===== src/rtl/pit_modulus_counter.sv =====
// Down-counting modulus stage of the PIT: reloads from a programmable modulus on
// each rollover, keeps a sticky flag/interrupt and emits a rollover pulse for slaves.
module pit_modulus_counter #(
   parameter int unsigned COUNT_SIZE = 16
) (
   input  logic                  bus_clk,
   input  logic                  async_rst,
   input  logic                  sync_reset,
   input  logic                  pit_cnte,
   input  logic                  pit_ien,
   input  logic                  mod_wr,
   input  logic [COUNT_SIZE-1:0] mod_value,
   input  logic                  force_load,
   input  logic                  flag_clr,
   input  logic                  prescale_tick,
   input  logic                  counter_sync,
   output logic                  cnt_sync_o,
   output logic [COUNT_SIZE-1:0] cnt_n,
   output logic                  pit_flg,
   output logic                  pit_irq_o,
   output logic                  pit_o
);

   logic [COUNT_SIZE-1:0] mod_reg;
   logic [COUNT_SIZE-1:0] next_mod;
   logic                  rollover;

   // A modulus write in the same cycle as a reload wins over the stored value.
   assign next_mod  = mod_wr ? mod_value : mod_reg;
   assign rollover  = counter_sync && prescale_tick && (cnt_n == COUNT_SIZE'(1)) && !force_load;
   assign pit_o     = rollover;
   assign pit_irq_o = pit_flg && pit_ien;

   always_ff @(posedge bus_clk or posedge async_rst) begin
      if (async_rst) begin
         mod_reg    <= '0;
         cnt_n      <= '0;
         pit_flg    <= 1'b0;
         cnt_sync_o <= 1'b0;
      end else if (sync_reset) begin
         mod_reg    <= '0;
         cnt_n      <= '0;
         pit_flg    <= 1'b0;
         cnt_sync_o <= 1'b0;
      end else begin
         cnt_sync_o <= pit_cnte;

         if (mod_wr) begin
            mod_reg <= mod_value;
         end

         // Disabled counter sits preloaded so counting restarts from the full modulus.
         if (!counter_sync || force_load || rollover) begin
            cnt_n <= next_mod;
         end else if (prescale_tick) begin
            cnt_n <= cnt_n - COUNT_SIZE'(1);
         end

         if (rollover) begin
            pit_flg <= 1'b1;
         end else if (flag_clr) begin
            pit_flg <= 1'b0;
         end
      end
   end

endmodule


===== config.mk =====
export PLATFORM = sky130hd
export DESIGN_NAME = pit_modulus_counter
export DESIGN_NICKNAME = d
export VERILOG_FILES = /design/src/rtl/pit_modulus_counter.sv
export SDC_FILE = /design/constraint.sdc
export NUM_CORES = 1
export LEC_CHECK = 0
export CAP_MARGIN = 5
export CORE_MARGIN = 2
export CORE_UTILIZATION = 35
export CTS_BUF_LIST = sky130_fd_sc_hd__clkbuf_16
export CTS_CLUSTER_DIAMETER = 120
export DETAILED_ROUTE_END_ITERATION = 10
export PLACE_DENSITY_LB_ADDON = 0.05
export SLEW_MARGIN = 25
export SYNTH_ARGS = -nofsm -noshare
export SYNTH_HDL_FRONTEND = slang
export SYNTH_SLANG_ARGS = --single-unit
export TNS_END_PERCENT = 5

===== constraint.sdc =====
create_clock -name bus_clk -period 2.17 [get_ports bus_clk]
set_input_delay 0.434 -clock bus_clk [delete_from_list [all_inputs] [get_ports bus_clk]]
set_output_delay 0.434 -clock bus_clk [all_outputs]
set_load 0.05 [all_outputs]

==> results.yml <==
setup_path:
  cp_cell_sequence: "buf_6 -> nor4_4 -> nand4_1 -> nor2_2 -> buf_12"
  slowest_delay_ns: 0.39
  end_kind: "output port"
  rr_worst_depth: 4
  r2r_slack_ns: 0.08
  critPathSlowestCell: "dfrtp_1"
  critPathArrivalTime_ns: 1.66
  crit_buf_inv: 2
  crit_family: "simple AND/OR/NAND/NOR gates"
  worstSetupStartpointType: "flip-flop"
  crit_required_ns: 1.74
  worstReg2RegStart: "cnt_n[9]$_DFFE_PP0P_"
  worst-setup-path-type: "flip-flop to output port"
  critPathMaxFanout: 4
  worstReg2RegEnd: "cnt_n[15]$_DFFE_PP0P_"
detailed_routing:
  drt_iter0_drc: 112
  ant_nets: 0
  wl_um: 4600
  wl_per_cell_um: 15.0
  remaining_drc_errors: 0
  firstDrtPassIters: 4
  viasPerCell: 5.06
  via_count: 1554
power_and_ir_drop:
  pwr-share-comb_pct: 27.4
  power_density_mw_per_mm2: 694
  switching_share_pct: 29.3
  p_clk_share_pct: 35.0
  power_switching_uw: 551
  total_power_uw: 1880
  worst_ir_drop_vdd_mv: 0.313
  power.leakage_uw: 0.00117
  seq_power_share_pct: 37.6
  p_int_uw: 1330
logic_synthesis:
  synth_cells: 170
  synth_cell_types: 34
  ys_seq_area_share_pct: 48.7
  yosysWarningCount: 0
  synth-edff-count: 0
  async_flop_share_pct: 100
  netlist_area_mm2: 0.00175
  synth_nets: 198
  syn_area_per_cell_um2: 10.3
  synth-main-ff-cell: "dfrtp_1"
  ys_seq_elements: 34
cts:
  cts_tree: "done"
  clk_latency_ns: 0.27
  root_buffer: "clkbuf_16"
  clkTransAtPathRegs_ns: 0.05
  hold_buffers: 0
  cts.sinks: 34
  htree_levels: 2
  clockBufferDepth: 2
  cts_buffers: 5
timing:
  hold_viol_final: 0
  max_freq_mhz: 478
  min_period_ns: 2.09
  slew_violations: 0
  grt_setup_unrepaired: "yes"
  worstMarginPinSlew_ns: 0.505
  final.setup.tns_ns: 0
  setup_slack_ns: 0.0766
  finalCritPeriodShare_pct: 96.5
  setup_viol: 0
  skew_ns: 0.00220
  maxSlewHeadroom_pct: 66.2
  hold_ws_ns: 0.545
cells_and_area:
  synthToLayoutAreaGrowth_pct: 55.2
  fillCellCount: 438
  drive_gt1_share_pct: 23.3
  nets: 267
  diodes: 0
  final_cell_mix: "clkdlybuf4s50_1, dfrtp_1, buf_4"
  layout_commonest_cell: "clkdlybuf4s50_1"
placed_design:
  portBuffers: 45
  pre_cts_ws_ns: -0.0904
  routabilityCongestion: 0.885
  hpwlAfterDp_um: 3380
worst_hold_path:
  min_to: "mod_reg[6]$_DFF_PP0_"
  hold_depth: 2
  worstHoldStart: "mod_reg[6]$_DFF_PP0_"
  hold_path.class: "flip-flop to flip-flop"
floorplanning:
  core_mm2: 0.00475
  die-area_mm2: 0.00557
  die_w_um: 74.6
  die_h_um: 74.6
  rows: 25
  initial_core_util_pct: 36.7
  ios: 46
global_route:
  grt_use_total_pct: 18.6
  antenna_found_initial: 0
  grt_pass1_wl_um: 7800
  grt_pass1_vias: 1637
  grt_max_degree: 35
  gr-total-overflow: 0
run_status:
  outcome: "complete, no violations"
job:
  maxCapViolCount: 0
per-stage QoR:
step,cell area [um2],cells,util [%]
after global routing,2710,307,57.0
after floorplan,1770,170,-
after CTS,2670,307,56.1
after detailed placement,2480,297,52.1
after global placement,2480,297,52.1
final,2710,307,57.0
worst register-to-register path, stage by stage, from the launching register on:
cell and delay (ns):
dfrtp_2 0.39, or4_1 0.57, or4_4 0.54, or3_1 0.32, a32oi_1 0.19
synth_stat cells (2+ instances only):
master     count  area [um2]
or3_1          4        25.0
nor4_1         9        56.3
nor3_1         3        15.0
nand2_1        2        7.51
nor2_1        22        82.6
and2_1         2        12.5
nor2b_1        3        18.8
or4_1          8        60.1
o2bb2ai_1      4        35.0
o31ai_1        8        60.1
a21oi_1        2        10.0
xor2_1         3        26.3
ha_1           2        25.0
mux2_2         2        22.5
a32oi_1        2        17.5
o21ai_0        7        35.0
a211oi_1       2        15.0
mux2i_1       16         160
xnor2_1        8        70.1
inv_1          6        22.5
clkbuf_1       8        30.0
dfrtp_1       34         851
nand4_1        2        12.5
layout make-up:
type / instances / area, um2 / area share, %
Timing Repair Buffer: 73 / 707 / 26.1
Clock inverter: 3 / 12.5 / 0.462
Clock buffer: 5 / 125 / 4.62
Inverter: 6 / 22.5 / 0.831
Sequential cell: 34 / 863 / 31.9
Tap cell: 67 / 83.8 / 3.09
Multi-Input combinational cell: 119 / 895 / 33.0
cells by family (layout without fill, tap and decap cells):
| family | Yosys count | in the layout | synth area share, % |
|---|---|---|---|
| AOI/OAI and AO/OA | 27 | 27 | 10.8 |
| xor gates and xnor gates | 11 | 11 | 5.52 |
| adders and majority gates | 2 | 2 | 1.43 |
| buffers and inverters | 17 | 87 | 3.80 |
| DFF | 34 | 34 | 48.7 |
| muxes | 18 | 18 | 10.5 |
| and+or+nand+nor | 61 | 61 | 19.2 |
power groups by stage:
| stage | logic [uW] | registers (uW) | clock network, uW |
|---|---|---|---|
| floorplan | 189 | 810 | 0 |
| global route | 558 | 712 | 711 |
| detailed placement | 481 | 714 | 0 |
| CTS | 503 | 704 | 680 |
| global placement | 474 | 713 | 0 |
| finish | 516 | 707 | 658 |
how the worst max path moves through the flow:
stage / startpoint / depth (start not counted) / end
finish: cnt_n[13]$_DFFE_PP0P_ / 5 / pit_o
global route: cnt_n[11]$_DFFE_PP0P_ / 5 / pit_o
CTS: cnt_n[2]$_DFFE_PP0P_ / 6 / pit_o
detailed placement: prescale_tick / 5 / pit_o
global placement: prescale_tick / 5 / pit_o
floorplan: cnt_n[3]$_DFFE_PP0P_ / 5 / cnt_n[15]$_DFFE_PP0P_
per-layer routing:
layer  up-vias  wire length, um  share of wire [%]  global-route usage [%]
met5         -                0                  0                       0
met4         0              102                2.2                    6.55
met3        11              230                5.0                    4.15
met2        43             2230                 48                    30.4
met1       740             2040                 44                    24.4
li1        760                -                  -                       -
repair_timing:
item	in CTS	in global routing
gates resized for setup	6	8
setup endpoints to repair	1	2
buffers inserted	2	0
pin swaps	3	4
Note: power is estimated with default switching activity, not from simulation.
